`src/rtl/alu_share_arbiter.sv`:
```
// Two-requester front end for a shared single-cycle ALU: round-robin grant,
// one-cycle operand issue, registered result returned on a tagged response channel.
module alu_share_arbiter #(
   parameter int unsigned WIDTH = 32,
   parameter int unsigned CTLW  = 4,
   parameter int unsigned CNTW  = 16
) (
   input  logic             clk_i,
   input  logic             rst_i,
   input  logic             req0_valid_i,
   output logic             req0_ready_o,
   input  logic [CTLW-1:0]  req0_ctl_i,
   input  logic [WIDTH-1:0] req0_a_i,
   input  logic [WIDTH-1:0] req0_b_i,
   input  logic             req1_valid_i,
   output logic             req1_ready_o,
   input  logic [CTLW-1:0]  req1_ctl_i,
   input  logic [WIDTH-1:0] req1_a_i,
   input  logic [WIDTH-1:0] req1_b_i,
   output logic             rsp_valid_o,
   input  logic             rsp_ready_i,
   output logic             rsp_id_o,
   output logic [WIDTH-1:0] rsp_result_o,
   output logic             rsp_zero_o,
   output logic [CTLW-1:0]  alu_ctl_o,
   output logic [WIDTH-1:0] alu_a_o,
   output logic [WIDTH-1:0] alu_b_o,
   input  logic [WIDTH-1:0] alu_out_i,
   input  logic             alu_zero_i,
   output logic [CNTW-1:0]  op_count_o
);

   typedef enum logic [1:0] {StIdle, StExec, StResp} state_e;

   state_e           state_q, state_d;
   logic [CTLW-1:0]  op_ctl_q, op_ctl_d;
   logic [WIDTH-1:0] op_a_q, op_a_d;
   logic [WIDTH-1:0] op_b_q, op_b_d;
   logic             rsp_id_q, rsp_id_d;
   logic [WIDTH-1:0] rsp_result_q, rsp_result_d;
   logic             rsp_zero_q, rsp_zero_d;
   logic             rsp_valid_q, rsp_valid_d;
   logic [CNTW-1:0]  op_count_q, op_count_d;
   logic             last_grant_q, last_grant_d;

   logic grant_valid;
   logic grant_id;
   logic accept;
   logic rsp_done;

   // Round-robin: on a tie the requester that did not win last time goes first.
   always_comb begin
      grant_valid = 1'b0;
      grant_id    = 1'b0;
      unique case ({req1_valid_i, req0_valid_i})
         2'b01: begin
            grant_valid = 1'b1;
            grant_id    = 1'b0;
         end
         2'b10: begin
            grant_valid = 1'b1;
            grant_id    = 1'b1;
         end
         2'b11: begin
            grant_valid = 1'b1;
            grant_id    = ~last_grant_q;
         end
         default: begin
            grant_valid = 1'b0;
            grant_id    = 1'b0;
         end
      endcase
   end

   assign accept   = (state_q == StIdle) && grant_valid;
   assign rsp_done = (state_q == StResp) && rsp_valid_q && rsp_ready_i;

   // FSM state register
   always_ff @(posedge clk_i or posedge rst_i) begin
      if (rst_i) begin
         state_q <= StIdle;
      end else begin
         state_q <= state_d;
      end
   end

   // FSM next state
   always_comb begin
      state_d = state_q;
      unique case (state_q)
         StIdle:  if (accept) state_d = StExec;
         StExec:  state_d = StResp;
         StResp:  if (rsp_done) state_d = StIdle;
         default: state_d = StIdle;
      endcase
   end

   // FSM outputs
   always_comb begin
      req0_ready_o = 1'b0;
      req1_ready_o = 1'b0;
      if (state_q == StIdle && grant_valid) begin
         req0_ready_o = ~grant_id;
         req1_ready_o = grant_id;
      end
   end

   always_comb begin
      op_ctl_d     = op_ctl_q;
      op_a_d       = op_a_q;
      op_b_d       = op_b_q;
      rsp_id_d     = rsp_id_q;
      rsp_result_d = rsp_result_q;
      rsp_zero_d   = rsp_zero_q;
      rsp_valid_d  = rsp_valid_q;
      op_count_d   = op_count_q;
      last_grant_d = last_grant_q;
      if (accept) begin
         op_ctl_d     = grant_id ? req1_ctl_i : req0_ctl_i;
         op_a_d       = grant_id ? req1_a_i   : req0_a_i;
         op_b_d       = grant_id ? req1_b_i   : req0_b_i;
         rsp_id_d     = grant_id;
         last_grant_d = grant_id;
      end
      if (state_q == StExec) begin
         rsp_result_d = alu_out_i;
         rsp_zero_d   = alu_zero_i;
         rsp_valid_d  = 1'b1;
      end
      if (rsp_done) begin
         rsp_valid_d = 1'b0;
         op_count_d  = op_count_q + CNTW'(1);
      end
   end

   // Pointer resets to 1 so requester 0 wins the first tie.
   always_ff @(posedge clk_i or posedge rst_i) begin
      if (rst_i) begin
         op_ctl_q     <= '0;
         op_a_q       <= '0;
         op_b_q       <= '0;
         rsp_id_q     <= 1'b0;
         rsp_result_q <= '0;
         rsp_zero_q   <= 1'b0;
         rsp_valid_q  <= 1'b0;
         op_count_q   <= '0;
         last_grant_q <= 1'b1;
      end else begin
         op_ctl_q     <= op_ctl_d;
         op_a_q       <= op_a_d;
         op_b_q       <= op_b_d;
         rsp_id_q     <= rsp_id_d;
         rsp_result_q <= rsp_result_d;
         rsp_zero_q   <= rsp_zero_d;
         rsp_valid_q  <= rsp_valid_d;
         op_count_q   <= op_count_d;
         last_grant_q <= last_grant_d;
      end
   end

   assign alu_ctl_o    = op_ctl_q;
   assign alu_a_o      = op_a_q;
   assign alu_b_o      = op_b_q;
   assign rsp_valid_o  = rsp_valid_q;
   assign rsp_id_o     = rsp_id_q;
   assign rsp_result_o = rsp_result_q;
   assign rsp_zero_o   = rsp_zero_q;
   assign op_count_o   = op_count_q;

endmodule
```
`config.mk`:
```
export PLATFORM = sky130hd
export DESIGN_NAME = alu_share_arbiter
export DESIGN_NICKNAME = d
export VERILOG_FILES = /design/src/rtl/alu_share_arbiter.sv
export SDC_FILE = /design/constraint.sdc
export NUM_CORES = 1
export LEC_CHECK = 0
export CAP_MARGIN = 15
export CORE_UTILIZATION = 38
export DETAILED_ROUTE_END_ITERATION = 12
export MAX_ROUTING_LAYER = met4
export PLACE_DENSITY = 0.78
export SYNTH_ARGS = -nofsm -noshare
export SYNTH_HDL_FRONTEND = slang
export SYNTH_SLANG_ARGS = --single-unit
```
`constraint.sdc`:
```
create_clock -name clk_i -period 4.4 [get_ports clk_i]
set_clock_uncertainty 0.15 [all_clocks]
set_input_delay 0.44 -clock clk_i [delete_from_list [all_inputs] [get_ports clk_i]]
set_output_delay 0.44 -clock clk_i [all_outputs]
set_load 0.03 [all_outputs]
```
==> results.py, run 1 <==
metrics = {
    "final_layout": {
        "fillers": 941,
        "syn_to_final_growth_pct": 73.7,
        "drive_above_1_share_pct": 11.1,
        "register_area_um2": 3050,
        "multi_input_area_um2": 1900,
        "nNetsFinal": 846,
    },
    "yosys": {
        "synth_area_um2": 5070,
        "synthArstFlopShare_pct": 100,
        "yosysSeqAreaShare_pct": 60.2,
        "synth_cell_type_count": 29,
        "synth_common_cells": "121 x dfrtp_1, 70 x a21o_1, 68 x a22o_1",
        "syn_nets": 552,
        "yosysWarnings": 0,
        "synthMostInstantiatedCell": "dfrtp_1",
        "synth_cells": 377,
        "synth_top_flop_cell": "dfrtp_1",
        "synth-seq-cells": 122,
        "synth_top_area_cell": "dfrtp_1",
        "avgSynthCellArea_um2": 13.5,
        "synth_top_area_share_pct": 59.7,
        "synthTopCellsByArea": "dfrtp_1 60%, a22o_1 12%, a21o_1 10%",
        "synth-edff-count": 0,
    },
    "floorplan": {
        "row_count": 41,
        "initial_core_util_pct": 39.6,
        "pin_count": 295,
        "fp.dieH_um": 118,
        "core-area_um2": 12800,
        "die_w_um": 118,
        "dieArea_um2": 13800,
    },
    "critical_path": {
        "endpoint_kind": "output pin",
        "critPathLaunch": "state_q[1]",
        "r2r_slack_ns": 2.33,
        "required_ns": 3.81,
        "cp_max_fo": 5,
        "timing.rr.start": "state_q[1]",
        "crit_type": "reg2out",
        "critPathArrivalTime_ns": 2.05,
        "cp-start-kind": "register",
        "ff2ff_path_depth": 5,
    },
    "pwr": {
        "p_seq_share_pct": 28.1,
        "swShare_pct": 38.2,
        "clkPwrFrac_pct": 20.8,
        "pwr_density_cell_nw_per_um2": 787,
        "p_switching_uw": 2650,
        "p_int_uw": 4280,
        "pwr-share-comb_pct": 51.1,
        "leakagePower_uw": 0.00412,
        "power.ir.vdd_worst_mv": 0.462,
    },
    "drt": {
        "drc": 0,
        "ant_nets": 0,
        "wirelength_mm": 15.5,
        "route.met3.wl_um": 974,
        "wl_met2_mm": 7.85,
        "drt_pass1_iterations": 4,
        "route.vias.total": 4393,
        "vias_per_cell": 5.13,
        "drt_iter0_drc": 164,
        "top_layer_used": "met4",
        "wire_per_inst_um": 18.1,
        "wl_met1_mm": 6.25,
    },
    "grt": {
        "grt_use_total_pct": 23.5,
        "antenna_found_initial": 0,
        "grt_pass1_vias": 4652,
        "grt_max_degree": 90,
        "grt_pass1_wl_mm": 24.4,
        "overflow": 0,
    },
    "cts": {
        "clock_latency_ns": 0.40,
        "cts_root_buffer": "clkbuf_16",
        "cts_tree": "built",
        "htree_levels": 4,
        "cts_made_buffers": 17,
        "cts_buffer_depth": 2,
        "path_clk_slew_ns": 0.05,
        "post-cts-setup-buffers": 0,
        "clkSinkCount": 122,
        "cts-resized-gates": 0,
        "hold_buffers": 0,
    },
    "sta": {
        "maxSlewHeadroom_pct": 49.0,
        "fin_hold_ws_ns": 0.239,
        "rsz0062_at_grt": "no",
        "finalHoldViolations": 0,
        "tightest_slew_ns": 0.765,
        "finalSetupTns_ns": 0,
        "fin_crit_sh_pct": 59.9,
        "fmax_ghz": 0.379,
        "setup_violations": 0,
        "drv_slew": 0,
        "period_needed_ns": 2.64,
    },
    "place": {
        "numPortBuffers": 294,
        "place_congestion": 0.861,
        "dp_hpwl_mm": 10.8,
    },
    "flow_run": {
        "cap_violations": 0,
    },
    "outcome": {
        "outcome": "completed",
    },
    "hold_path": {
        "hold_path.class": "in2async",
    },
}
-- power groups by stage --
stage / registers [µW] / clock network [µW] / logic, µW
3_5_place_dp: 1950 / 0 / 3550
5_1_grt: 2010 / 1530 / 3710
6_report: 1950 / 1440 / 3540
3_3_place_gp: 1930 / 0 / 3480
4_1_cts: 1950 / 1460 / 3570
2_1_floorplan: 2870 / 0 / 1190
-- layout make-up --
class | count | area share (%)
clock buffers | 23 | 5.31
repair buffers | 301 | 34.2
diodes | 1 | 0.0284
multi-input cells | 226 | 21.5
well taps | 172 | 2.44
flip-flops and latches | 122 | 34.7
clock inverters | 8 | 1.62
inverters | 3 | 0.156
-- through the flow --
stage | worst slack, ns | util, % | power [µW] | instance area, µm² | std cells
CTS | 1.74 | 68.4 | 6980 | 8780 | 854
global route | 1.69 | 68.7 | 7250 | 8810 | 855
finish | 1.76 | 68.7 | 6930 | 8810 | 856
detailed placement | 1.73 | 63.7 | 5500 | 8170 | 823
floorplan | 0.569 | - | 4060 | 5070 | 377
global placement | 1.76 | 63.7 | 5410 | 8170 | 823
-- worst paths after layout --
| path | end |
|---|---|
| worst max-delay path | req1_ready_o |
| worst min-delay path | rsp_result_o[8] |
| min in group clk_i | op_count_o[15] |
| worst max register to register | alu_a_o[30] |
| max in group asynchronous | last_grant_q |
| worst min register to register | op_count_o[15] |
-- cells in the final DEF (no fill, tap or decap), drive strengths merged, types with 2 or more instances in the layout --
master         synthesis  final
a22o                  68     68
nand3                  3      3
mux2                  33     33
clkbuf                18     23
a21o                  70     70
xor2                   5      5
and3                   4      4
dfrtp                121    121
nand2                 14     14
a21oi                  2      2
clkdlybuf4s50          0    294
nand2b                 2      2
bufinv                 0      4
nor3                   2      2
and4                   2      2
nor2                   2      2
inv                    3      3
buf                    8      7
xnor2                 10     10
nand4                  2      2
clkinv                 0      3
-- sequential cells by signal (all words and copies together) (netlist names) --
register / flops
alu_b_o: 32
alu_a_o: 32
rsp_id_o: 1
last_grant_q: 1
state_q: 2
rsp_result_o: 32
alu_ctl_o: 4
rsp_valid_o: 1
rsp_zero_o: 1
op_count_o: 16
-- per-layer routing --
metal	track usage, %	vias up
li1	-	1976
met5	-	-
met3	6.35	36
met4	9.86	0
met2	39.7	203
met1	26.3	2178
-- critical path, stage by stage, from the launching register on --
cell and delay [ns]:
dfrtp_1 0.45, nor2_2 0.22, nand2_1 0.12, a21oi_4 0.13
clkdlybuf4s50_1 0.72
-- cell families after synthesis --
kind of cell,count (synthesis),share of synthesized area [%]
multiplexers,33,7.33
AND/OR/NAND/NOR,36,4.37
XOR/XNOR,15,2.59
adder cells (fa/ha/maj),1,0.247
buffers and inverters,29,2.71
AO/OA/AOI/OAI,141,22.5
flip-flops,122,60.2
(Power assumes the default switching activity.)
==> inputs of run 2 (changes only) <==
--- a/config.mk
+++ b/config.mk
@@ -6,10 +6,10 @@
 export NUM_CORES = 1
 export LEC_CHECK = 0
 export CAP_MARGIN = 15
-export CORE_UTILIZATION = 38
+export CORE_UTILIZATION = 34
 export DETAILED_ROUTE_END_ITERATION = 12
 export MAX_ROUTING_LAYER = met4
-export PLACE_DENSITY = 0.78
+export PLACE_DENSITY = 0.73
 export SYNTH_ARGS = -nofsm -noshare
 export SYNTH_HDL_FRONTEND = slang
 export SYNTH_SLANG_ARGS = --single-unit
==> constraint.sdc (replaced) <==
create_clock -name clk_i -period 2.35 [get_ports clk_i]
set_clock_uncertainty 0.15 [all_clocks]
set_input_delay 0.235 -clock clk_i [delete_from_list [all_inputs] [get_ports clk_i]]
set_output_delay 0.235 -clock clk_i [all_outputs]
set_load 0.03 [all_outputs]
==> results.py, run 2 (synthesis gave the netlist of run 1 again) <==
metrics = {
    "outcome": {
        "outcome": "completed",
    },
    "sta": {
        "fmax_ghz": 0.448,
        "finalSetupTns_ns": 0,
        "tightest_slew_ns": 0.479,
        "finalHoldViolations": 0,
        "maxSlewHeadroom_pct": 68.0,
        "drv_slew": 0,
        "rsz0062_at_grt": "no",
        "period_needed_ns": 2.23,
        "worst_slack_ns": 0.117,
        "fin_crit_sh_pct": 95.0,
        "setup_violations": 0,
    },
    "final_layout": {
        "syn_to_final_growth_pct": 75.2,
        "nNetsFinal": 850,
        "multi_input_area_um2": 1910,
        "drive_above_1_share_pct": 12.6,
        "fillers": 1138,
        "instances_no_fill": 872,
        "antenna_cells": 0,
        "layout_common_cells": "292 x clkdlybuf4s50_1, 121 x dfrtp_1, 70 x a21o_1",
        "final_area_um2": 8890,
        "register_area_um2": 3050,
        "layout_commonest_cell": "clkdlybuf4s50_1",
    },
    "grt": {
        "grt_pass1_vias": 4585,
        "grt_pass1_wl_mm": 22.9,
        "overflow": 0,
        "grt_use_total_pct": 20.8,
        "antenna_found_initial": 0,
        "grt_max_degree": 67,
    },
    "pwr": {
        "pwr_density_cell_nw_per_um2": 1460,
        "total_power_uw": 13000,
        "power.ir.vdd_worst_mv": 0.872,
        "leakagePower_uw": 0.00415,
    },
    "drt": {
        "drt_pass1_iterations": 4,
        "wl_met2_mm": 8.11,
        "vias_per_cell": 4.95,
        "wl_met1_mm": 6.15,
        "drt_iter0_drc": 120,
        "ant_nets": 0,
        "wirelength_mm": 15.6,
        "wire_per_inst_um": 17.9,
        "drc": 0,
        "route.met3.wl_mm": 1.09,
        "route.vias.total": 4315,
        "top_layer_used": "met4",
    },
    "floorplan": {
        "die_w_um": 124,
        "fp.dieH_um": 124,
        "initial_core_util_pct": 34.9,
        "row_count": 44,
        "core-area_um2": 14500,
        "pin_count": 295,
        "dieArea_um2": 15400,
    },
    "critical_path": {
        "endpoint_kind": "output pin",
        "r2r_slack_ns": 0.60,
        "cp-start-kind": "register",
        "cp_max_fo": 43,
        "timing.rr.start": "state_q[0]",
        "required_ns": 1.97,
        "worst_r2r_endpoint": "op_count_o[10]",
        "ff2ff_path_depth": 4,
        "crit_type": "reg2out",
        "critPathArrivalTime_ns": 1.85,
    },
    "cts": {
        "path_clk_slew_ns": 0.06,
        "hold_buffers": 0,
        "cts_tree": "built",
        "cts_buffer_depth": 2,
        "cts_made_buffers": 17,
        "clkSinkCount": 122,
        "cts_root_buffer": "clkbuf_16",
        "htree_levels": 4,
        "clock_latency_ns": 0.41,
    },
    "place": {
        "preCtsSetupSlack_ns": 0.298,
        "place_congestion": 0.853,
        "post-place-cells": 840,
        "numPortBuffers": 294,
        "dp_hpwl_mm": 11.4,
        "placed_area_um2": 8270,
    },
    "hold_path": {
        "hold_path.class": "in2async",
    },
    "flow_run": {
        "cap_violations": 0,
    },
}
## run 2: cell types whose count changed in the layout (fill, tap and decap cells not counted), sizes merged
cell	change
inv	+1
bufinv	-1
clkinv	+3
clkbuf	-5
buf	+6
clkinvlp	+3
diode	-1
clkdlybuf4s50	-2
## run 2: worst max-delay path, stage by stage (launching register included)
cell and delay (ns):
dfrtp_1 0.46, nor2_4 0.20, and3_4 0.31, buf_12 0.24, buf_4 0.20
## run 2: cell type report
class | count | area share [%]
timing repair buffer | 305 | 34.6
sequential | 122 | 34.4
multi-input combinational | 226 | 21.4
clock buffer | 18 | 4.94
tap | 184 | 2.59
clock inverter | 14 | 1.93
inverter | 3 | 0.169
## run 2: per-stage QoR
step / hold WS, ns / util [%]
2_1_floorplan: 0.201 / -
3_3_place_gp: 0.311 / 56.9
3_5_place_dp: 0.322 / 56.9
4_1_cts: 0.145 / 61.1
5_1_grt: 0.174 / 61.1
6_report: 0.137 / 61.1
## run 2: worst max path at each step
stage / start / endpoint / slack (ns) / depth (start not counted)
floorplan: rst_i / alu_a_o[0] / 0.47 / 1
global placement: req0_valid_i / req0_ready_o / 0.31 / 4
detailed placement: req0_valid_i / req0_ready_o / 0.30 / 4
CTS: state_q[1] / req0_ready_o / 0.04 / 4
global route: state_q[1] / req0_ready_o / 0.06 / 4
finish: state_q[1] / req0_ready_o / 0.12 / 4
## run 2: repair_timing
item,4_1_cts,5_1_grt
endpoints found under the hold margin,0,0
buffers inserted,0,0
gates resized for setup,1,1
setup endpoints to repair,1,1
## run 2: per-layer routing
metal  GRT usage, %  up-vias
met5              -        -
met4           8.63        0
met3           5.95       24
met2           35.5      173
met1           22.7     2129
li1               -     1989
## run 2: power by group
| group | internal (µW) | switching (µW) |
|---|---|---|
| combinational | 3210 | 3490 |
| clock | 1700 | 970 |
| sequential | 3060 | 580 |
